`src/rtl/sqw_meas_pkg.sv`:
```
// Shared constants for the square-wave measurement block and its generator bench.
// Latency: n/a (package only).
// Backpressure: n/a (package only).
package sqw_meas_pkg;

  // Measurement FSM state encoding
  localparam logic [1:0] ST_ARM  = 2'd0;
  localparam logic [1:0] ST_HIGH = 2'd1;
  localparam logic [1:0] ST_LOW  = 2'd2;

  typedef enum logic [1:0] {
    S_ARM  = ST_ARM,
    S_HIGH = ST_HIGH,
    S_LOW  = ST_LOW
  } meas_state_e;

  // Default sizing, shared with the generator bench
  localparam int unsigned DEF_CNT_W       = 16;
  localparam int unsigned DEF_SYNC_STAGES = 2;
  localparam int unsigned DEF_TIMEOUT     = 1000;

  // Number of cycles after reset during which edges are ignored while the
  // synchroniser fills up from its reset value.
  function automatic int unsigned blank_cycles(input int unsigned sync_stages);
    return sync_stages + 1;
  endfunction

endpackage

```
`src/rtl/sqw_meas_sync_edge.sv`:
```
// Synchronises the asynchronous square wave and produces single-cycle rise/fall pulses.
// Latency: sig_s follows sig_in after SYNC_STAGES clk edges; rise/fall are combinational from sig_s.
// Backpressure: none; free-running, independent of enable.
module sqw_sync_edge
  import sqw_meas_pkg::*;
#(
  parameter int unsigned SYNC_STAGES = DEF_SYNC_STAGES
) (
  input  logic clk,
  input  logic rst_n,
  input  logic sig_in,
  output logic sig_s,
  output logic rise,
  output logic fall
);

  localparam int unsigned BLANK = blank_cycles(SYNC_STAGES);
  localparam int unsigned BW    = $clog2(BLANK + 1);
  localparam logic [BW-1:0] BLANK_V = BW'(BLANK);
  localparam logic [BW-1:0] BONE    = {{(BW-1){1'b0}}, 1'b1};

  logic [SYNC_STAGES-1:0] sync_q, sync_d;
  logic                   sig_dly_q, sig_dly_d;
  logic [BW-1:0]          blank_q, blank_d;
  logic                   edge_ok;

  assign sig_s   = sync_q[SYNC_STAGES-1];
  // Edges are only trusted once the chain has fully refilled after reset, so a
  // level held through reset never looks like a transition.
  assign edge_ok = (blank_q == BLANK_V);
  assign rise    = edge_ok &  sig_s & ~sig_dly_q;
  assign fall    = edge_ok & ~sig_s &  sig_dly_q;

  // Next-state: shift the chain, delay sig_s, count out the blanking window
  always_comb begin
    sync_d    = {sync_q[SYNC_STAGES-2:0], sig_in};
    sig_dly_d = sig_s;
    blank_d   = edge_ok ? blank_q : blank_q + BONE;
  end

  // Synchroniser and blanking registers, cleared by synchronous reset
  always_ff @(posedge clk) begin
    if (!rst_n) begin
      sync_q    <= '0;
      sig_dly_q <= 1'b0;
      blank_q   <= '0;
    end else begin
      sync_q    <= sync_d;
      sig_dly_q <= sig_dly_d;
      blank_q   <= blank_d;
    end
  end

endmodule

```
`src/rtl/square_wave_meas.sv`:
```
// Measures high time, low time and period of an async square wave; flags a stuck input.
// Latency: meas_valid strobes SYNC_STAGES+1 clk edges after the closing rising edge is first sampled.
// Backpressure: none; each published result is a one-cycle strobe with held data.
module square_wave_meas
  import sqw_meas_pkg::*;
#(
  parameter int unsigned CNT_W       = DEF_CNT_W,
  parameter int unsigned SYNC_STAGES = DEF_SYNC_STAGES,
  parameter int unsigned TIMEOUT     = DEF_TIMEOUT
) (
  input  logic             clk,
  input  logic             rst_n,
  input  logic             en,
  input  logic             sig_in,
  output logic             meas_valid,
  output logic [CNT_W-1:0] high_cnt,
  output logic [CNT_W-1:0] low_cnt,
  output logic [CNT_W:0]   period_cnt,
  output logic             ovf,
  output logic             stuck,
  output logic             stuck_level
);

  localparam logic [CNT_W-1:0] CNT_MAX   = '1;
  localparam logic [CNT_W-1:0] ONE       = {{(CNT_W-1){1'b0}}, 1'b1};
  localparam logic [CNT_W-1:0] TIMEOUT_V = CNT_W'(TIMEOUT);

  logic sig_s, rise, fall, any_edge;

  sqw_sync_edge #(
    .SYNC_STAGES(SYNC_STAGES)
  ) u_sync (
    .clk   (clk),
    .rst_n (rst_n),
    .sig_in(sig_in),
    .sig_s (sig_s),
    .rise  (rise),
    .fall  (fall)
  );

  assign any_edge = rise | fall;

  meas_state_e      state_q, state_d;
  logic [CNT_W-1:0] hi_acc_q, hi_acc_d;
  logic [CNT_W-1:0] lo_acc_q, lo_acc_d;
  logic             hi_sat_q, hi_sat_d;
  logic             lo_sat_q, lo_sat_d;
  logic [CNT_W-1:0] idle_q, idle_d;
  logic             stuck_q, stuck_d;
  logic             stuck_lvl_q, stuck_lvl_d;
  logic             meas_vld_q, meas_vld_d;
  logic [CNT_W-1:0] high_q, high_d;
  logic [CNT_W-1:0] low_q, low_d;
  logic [CNT_W:0]   period_q, period_d;
  logic             ovf_q, ovf_d;

  logic [CNT_W-1:0] hi_inc, lo_inc;
  logic             timeout;

  // Saturating increments; the counters never wrap back to small values
  assign hi_inc = (hi_acc_q == CNT_MAX) ? CNT_MAX : hi_acc_q + ONE;
  assign lo_inc = (lo_acc_q == CNT_MAX) ? CNT_MAX : lo_acc_q + ONE;

  // Next-state: enable gating, idle timeout, phase FSM and publish
  always_comb begin
    state_d     = state_q;
    hi_acc_d    = hi_acc_q;
    lo_acc_d    = lo_acc_q;
    hi_sat_d    = hi_sat_q;
    lo_sat_d    = lo_sat_q;
    idle_d      = idle_q;
    stuck_d     = stuck_q;
    stuck_lvl_d = stuck_lvl_q;
    meas_vld_d  = 1'b0;
    high_d      = high_q;
    low_d       = low_q;
    period_d    = period_q;
    ovf_d       = ovf_q;
    timeout     = 1'b0;

    if (!en) begin
      // Disabled: drop any partial measurement but keep the last published result
      state_d     = S_ARM;
      hi_acc_d    = '0;
      lo_acc_d    = '0;
      hi_sat_d    = 1'b0;
      lo_sat_d    = 1'b0;
      idle_d      = '0;
      stuck_d     = 1'b0;
      stuck_lvl_d = 1'b0;
    end else begin
      // Idle tracking: any edge restarts it, and an edge always beats a timeout
      // landing in the same cycle. Once stuck, the count parks until the next edge.
      if (any_edge) begin
        idle_d      = '0;
        stuck_d     = 1'b0;
        stuck_lvl_d = 1'b0;
      end else if (!stuck_q) begin
        idle_d  = idle_q + ONE;
        timeout = (idle_d == TIMEOUT_V);
      end

      case (state_q)
        S_ARM: begin
          // Only a rise starts a measurement; a fall here has no phase to close
          if (rise) begin
            state_d  = S_HIGH;
            hi_acc_d = ONE;
            lo_acc_d = '0;
            hi_sat_d = 1'b0;
            lo_sat_d = 1'b0;
          end
        end
        S_HIGH: begin
          if (fall) begin
            state_d  = S_LOW;
            lo_acc_d = ONE;
          end else begin
            // A count sitting at full scale is indistinguishable from overflow
            hi_acc_d = hi_inc;
            hi_sat_d = hi_sat_q | (hi_inc == CNT_MAX);
          end
        end
        S_LOW: begin
          if (rise) begin
            meas_vld_d = 1'b1;
            high_d     = hi_acc_q;
            low_d      = lo_acc_q;
            period_d   = {1'b0, hi_acc_q} + {1'b0, lo_acc_q};
            ovf_d      = hi_sat_q | lo_sat_q;
            state_d    = S_HIGH;
            hi_acc_d   = ONE;
            lo_acc_d   = '0;
            hi_sat_d   = 1'b0;
            lo_sat_d   = 1'b0;
          end else begin
            lo_acc_d = lo_inc;
            lo_sat_d = lo_sat_q | (lo_inc == CNT_MAX);
          end
        end
        default: begin
          state_d = S_ARM;
        end
      endcase

      // Stuck input: abandon the measurement and record the level it froze at
      if (timeout) begin
        state_d     = S_ARM;
        hi_acc_d    = '0;
        lo_acc_d    = '0;
        hi_sat_d    = 1'b0;
        lo_sat_d    = 1'b0;
        stuck_d     = 1'b1;
        stuck_lvl_d = sig_s;
      end
    end
  end

  // State, accumulators and published results, cleared by synchronous reset
  always_ff @(posedge clk) begin
    if (!rst_n) begin
      state_q     <= S_ARM;
      hi_acc_q    <= '0;
      lo_acc_q    <= '0;
      hi_sat_q    <= 1'b0;
      lo_sat_q    <= 1'b0;
      idle_q      <= '0;
      stuck_q     <= 1'b0;
      stuck_lvl_q <= 1'b0;
      meas_vld_q  <= 1'b0;
      high_q      <= '0;
      low_q       <= '0;
      period_q    <= '0;
      ovf_q       <= 1'b0;
    end else begin
      state_q     <= state_d;
      hi_acc_q    <= hi_acc_d;
      lo_acc_q    <= lo_acc_d;
      hi_sat_q    <= hi_sat_d;
      lo_sat_q    <= lo_sat_d;
      idle_q      <= idle_d;
      stuck_q     <= stuck_d;
      stuck_lvl_q <= stuck_lvl_d;
      meas_vld_q  <= meas_vld_d;
      high_q      <= high_d;
      low_q       <= low_d;
      period_q    <= period_d;
      ovf_q       <= ovf_d;
    end
  end

  assign meas_valid  = meas_vld_q;
  assign high_cnt    = high_q;
  assign low_cnt     = low_q;
  assign period_cnt  = period_q;
  assign ovf         = ovf_q;
  assign stuck       = stuck_q;
  assign stuck_level = stuck_lvl_q;

endmodule

```
`config.mk`:
```
export PLATFORM = sky130hd
export DESIGN_NAME = square_wave_meas
export DESIGN_NICKNAME = d
export VERILOG_FILES = /design/src/rtl/sqw_meas_pkg.sv /design/src/rtl/sqw_meas_sync_edge.sv /design/src/rtl/square_wave_meas.sv
export SDC_FILE = /design/constraint.sdc
export NUM_CORES = 1
export LEC_CHECK = 0
export CAP_MARGIN = 20
export CELL_PAD_IN_SITES_DETAIL_PLACEMENT = 1
export CELL_PAD_IN_SITES_GLOBAL_PLACEMENT = 1
export CORE_ASPECT_RATIO = 0.8
export CORE_MARGIN = 4
export CORE_UTILIZATION = 47
export CTS_CLUSTER_SIZE = 20
export DETAILED_ROUTE_END_ITERATION = 12
export HOLD_SLACK_MARGIN = 0.08
export PLACE_DENSITY = 0.86
export SETUP_SLACK_MARGIN = 0.02
export SLEW_MARGIN = 20
export SYNTH_ARGS = -nofsm -noshare
export SYNTH_HDL_FRONTEND = slang
export SYNTH_SLANG_ARGS = --single-unit
export TNS_END_PERCENT = 5
```
`constraint.sdc`:
```
create_clock -name clk -period 8.3 [get_ports clk]
set_input_delay 0.83 -clock clk [delete_from_list [all_inputs] [get_ports clk]]
set_output_delay 0.83 -clock clk [all_outputs]
set_load 0.05 [all_outputs]
```
# [Word-level counts from Yosys, hierarchy flattened]
# Cells that the tools add are included.
[word_totals] ff_bits=110 latchBits=0 ram_bits=0 mem_bits_ro=0 input_bits=4 output_inout_bits=53 wordCells=84 mem_count=0
[classes] add_sub_neg=5 n_mul=0 div_mod_pow=0 magnitude_cmp=0 n_eq_ne=12 shifts=0 mux=24 bitwise=12 n_reduce_logical=15
[op_table] op="$mux W16" n=7
[op_table] op="$eq A16 B16 Y1 const B" n=4
[op_table] op="$add A16 B1 Y16 const B" n=3
[op_table] op="$pmux W16 S3" n=1
[op_table] op="$pmux W16 S2" n=1
[op_table] op="$add A16 B16 Y17" n=1
[op_table] op="$eq A16 B10 Y1 const B" n=1
[op_table] op="$reduce_and A3 Y1" n=4
[op_table] op="$mux W1" n=10
[op_table] op="$ne A2 B2 Y1 const B" n=3
[op_table] op="$reduce_and A2 Y1" n=3
[op_table] op="$reduce_bool A2 Y1" n=3
[op_table] op="$reduce_or A3 Y1" n=2
[op_table] op="$and A1 B1 Y1" n=4
[op_table] op="$eq A2 B2 Y1 const B" n=2
[op_table] op="$mux W2" n=2
[op_table] op="$not A1 Y1" n=4
[op_table] op="$or A1 B1 Y1" n=4
[op_table] op="$pmux W1 S2" n=2
[op_table] op="$pmux W2 S2" n=1
[op_table] op="$reduce_bool A3 Y1" n=1
[op_table] op="$add A2 B1 Y2 const B" n=1
[op_table] op="$eq A2 B1 Y1 const B" n=1
[op_table] op="$logic_not A2 Y1" n=1
[op_table] op="2 further kinds" n=2

# [Logic depth before layout (Yosys ltp)]
[logic_depth] depth_word=7 mapped_depth=11 mapped_depth_nobuf=9

# [Cells and area by module]
# Synthesis repeated with hierarchy kept, for this count alone.
[hier_totals] cells_unflattened=797 area_unflattened_um2=6302.3
[modules_own_cells] module="square_wave_meas" instances=1 cells_each=781 area_per_inst_um2=6122.1 seq_area_each_um2=2102.0
[modules_own_cells] module="sqw_sync_edge" instances=1 cells_each=16 area_per_inst_um2=180.2 seq_area_each_um2=100.1

# [Worst setup path before layout]
# No wires, ideal clock.
[synth_timing] path_type="register to register" startpoint="reg hi_acc_q[0]" endpoint="reg period_q[16] (netlist: period_cnt[16])" setup_time_ns=0.132 arrival_ns=2.519 required_time_ns=8.168 path_slack_ns=5.649 path_stages_with_launch=10 n_path_buf=0 synth_period_minus_slack_ns=2.651 cell_sequence="dfxtp_1 -> ha_1 -> fa_1 -> a211oi_1 -> o21a_1 -> a2bb2oi_1 -> a21oi_1 -> a31o_2 -> a2111oi_0 -> nor4b_1"
[synth_via] elab_chain_cells=1
[synth_rtl] item="start: declaration" line_no="square_wave_meas.sv:44" source="logic [CNT_W-1:0] hi_acc_q, hi_acc_d;"
[synth_rtl] item="start signal: assignment" line_no="square_wave_meas.sv:177" source="hi_acc_q <= hi_acc_d;"
[synth_rtl] item="$add A16 B16 Y17" line_no="square_wave_meas.sv:129" source="period_d = {1'b0, hi_acc_q} + {1'b0, lo_acc_q};"
[synth_rtl] item="end signal: assignment" line_no="square_wave_meas.sv:187" source="period_q <= period_d;"
[synth_rtl] item="end: declaration" line_no="square_wave_meas.sv:54" source="logic [CNT_W:0] period_q, period_d;"
# Every way passes these cells.
# A chain may end at the register's enable or synchronous reset.

# [Worst setup path after layout]
# Same ends and word-level chain as after synthesis.

==> flow_summary.ini <==
[run_status]
run_status = completed

[critical_path]
required_ns = 8.53
end_kind = flip-flop
path_cells = ha_1 -> fa_1 -> a211oi_1 -> o21a_1 -> a2bb2oi_1 -> a21oi_1 -> a31o_2 -> a2111oi_0 -> nor4b_1
critPathMaxStageDelay_ns = 0.49
crit_slowest_cell = a2111oi_0
crit_fanout = 8
start_kind = flip-flop
critPathKind = flip-flop to flip-flop
cp_data_arrival_time_ns = 3.45

[grt]
grt_overflow_total = 0
grt_pass1_wl_mm = 31.4
grt_pass1_vias = 6127
antenna_found_initial = 0
grt_usage_pct = 25.4
grt_max_degree = 65
top_usage_layer = met2
use_met1_pct = 34.8
grt_use_met3_pct = 5.06
use_met2_pct = 39.7

[yosys]
synth_ff_type = dfxtp_1
synthesis.area_sq_um = 6330
synth_xor_area_share_pct = 3.73
synth_mux_area_share_pct = 0.474
synth_top_family_by_area = simple AND/OR/NAND/NOR gates
async_flop_share_pct = 0
synth_cell_types = 80
synth_seq_cells = 110
synth_edf_count = 0
synthAdderAreaFrac_pct = 5.25
yosys.area_share.simple_pct = 27.0
yosys_warnings = 0
syn_area_per_cell_sq_um = 8.03
synth.net_count = 819
synth_compound_area_share_pct = 24.1
seq_area_frac_synth_pct = 34.8
synthCells = 789

[place]
portBuffers = 56
place_congestion = 0.913
dp_hpwl_mm = 13.8
place_ws_ns = 5.18

[power]
p_leak_nw = 2.35
p_total_mw = 0.992
ir_worst_vdd_mv = 0.119
power_density_nw_per_um2 = 139

[clock_network]
clock_path_buffers = 2
cts_hold_buf = 0
clock_sinks = 110
cts_tree = yes
post-cts-setup-buffers = 0
numCtsBuffers = 9
htree_levels = 3
cts.repair.resized = 0
clk_latency_ns = 0.36
cts_root_buf = clkbuf_16
clk_pin_slew_ns = 0.07

[floorplan]
start_util_pct = 48.7
row_count = 37
die_w_um = 138
io_pins = 57
die_area_sq_um = 15400
core_area_sq_um = 13000
die_h_um = 112

[sta]
grt_setup_unrepaired = false
period_needed_ns = 3.23
finalCritPeriodShare_pct = 38.9
layout_setup_ws_ns = 5.07
skew_ns = 0.00761
maxSlewViolCount = 0
timing.hold.ws_ns = 0.464
worstMarginPinSlew_ns = 1.07
finalSetupViolCount = 0
fmax_ghz = 0.310
tns_ns = 0
hold_viol = 0
relSlewSlack_pct = 28.4

[drt]
drtIter0Drc = 402
routedWlPerCell_um = 19.4
ant_nets = 0
drc = 0
first_pass_iters = 5
vias = 5930
drt_wl_total_mm = 19.1
viasPerCell = 6.04

[final_layout]
antennaDiodeCount = 0
nNetsFinal = 833
area.growth.synth_to_final_pct = 13.0
layout_common_cells = nand2_1, dfxtp_1, clkdlybuf4s50_1, nor2_1, o21ai_0
layout_commonest_cell = nand2_1
fin_util_pct = 55.0
layout-drive-gt1-share_pct = 7.82

[flow_run]
drv_cap = 0

[hold_path]
hold_class = flip-flop to flip-flop
==> power by group <==
group | leakage, nW | internal (mW) | switching [mW]
Clock | 0.132 | 0.231 | 0.196
Sequential | 0.887 | 0.531 | 0.00307
Combinational | 1.34 | 0.0114 | 0.0196
==> cell families (layout without fill, tap and decap cells) <==
group,after synthesis,after routing
adders and majority gates,26,26
xor gates and xnor gates,27,27
buffers and inverters,64,81
muxes,3,3
AOI/OAI and AO/OA,219,219
DFF,110,110
and+or+nand+nor,340,340
==> through the flow <==
step	area, sq um	instances
after global placement	6870	966
after CTS	7160	981
after floorplan	6330	789
after detailed placement	6890	967
after global routing	7160	981
final	7160	981
==> per-layer routing <==
layer	part of all wire, %	vias up	wire [um]
met3	5.4	36	1040
met2	44	160	8450
met4	2.5	0	479
met5	0	-	0
li1	-	2831	-
met1	48	2903	9100
==> state kept, by name, indices dropped and copies added, names as in the netlist, 2 cells and up <==
name,count
low_cnt,16
lo_acc_q,16
hi_acc_q,16
u_sync.blank_q,2
high_cnt,16
state_q,2
idle_q,16
period_cnt,17
u_sync.sync_q,2
==> Yosys cell counts, types with 6 or more instances <==
| cell type | n | share of area [%] |
|---|---|---|
| a21oi_1 | 30 | 2.4 |
| and2_1 | 14 | 1.4 |
| nor2_1 | 53 | 3.1 |
| o31ai_1 | 6 | 0.71 |
| o21a_1 | 7 | 0.83 |
| nor4_1 | 6 | 0.59 |
| nor2_2 | 17 | 1.7 |
| xor2_1 | 12 | 1.7 |
| a21oi_2 | 9 | 1.2 |
| a22oi_1 | 9 | 1.1 |
| nand3_1 | 27 | 2.1 |
| ha_1 | 25 | 4.9 |
| inv_1 | 8 | 0.47 |
| a31oi_1 | 9 | 0.89 |
| dfxtp_1 | 110 | 35 |
| o21ai_0 | 48 | 3.8 |
| clkbuf_1 | 41 | 2.4 |
| nand2_1 | 134 | 7.9 |
| nand4_1 | 6 | 0.59 |
| a21boi_0 | 38 | 4.5 |
| a211oi_1 | 6 | 0.71 |
| nor3_1 | 20 | 1.6 |
| and3_1 | 8 | 0.79 |
| xnor2_1 | 15 | 2.1 |
| nand2b_1 | 7 | 0.69 |
| a21o_1 | 9 | 1.1 |
==> critical path, delay by kind of cell (launching register included) <==
family          cells  cell delay [ns]
compound gates      6             1.84
fa+ha+maj           2             0.74
simple gates        1             0.10
flops               1             0.41
==> final cells by class <==
| type | count | area [sq um] |
|---|---|---|
| clock buffers | 12 | 236 |
| clock inverters | 2 | 35.0 |
| fillers | 1560 | 5850 |
| inverters | 8 | 30.0 |
| multi-input cells | 615 | 3840 |
| flip-flops and latches | 110 | 2200 |
| well taps | 175 | 219 |
| repair buffers | 59 | 591 |
==> path summary, 6_finish.rpt <==
path | to | cells past startpoint | start | slack [ns]
max | period_cnt[16] | 9 | hi_acc_q[0] | 5.07
min | u_sync.sync_q[1] | 1 | u_sync.sync_q[0] | 0.46
max reg2reg | period_cnt[16] | 9 | hi_acc_q[0] | 5.07
min reg2reg | u_sync.sync_q[1] | 1 | u_sync.sync_q[0] | 0.46
Note: power is estimated with default switching activity, not from simulation.
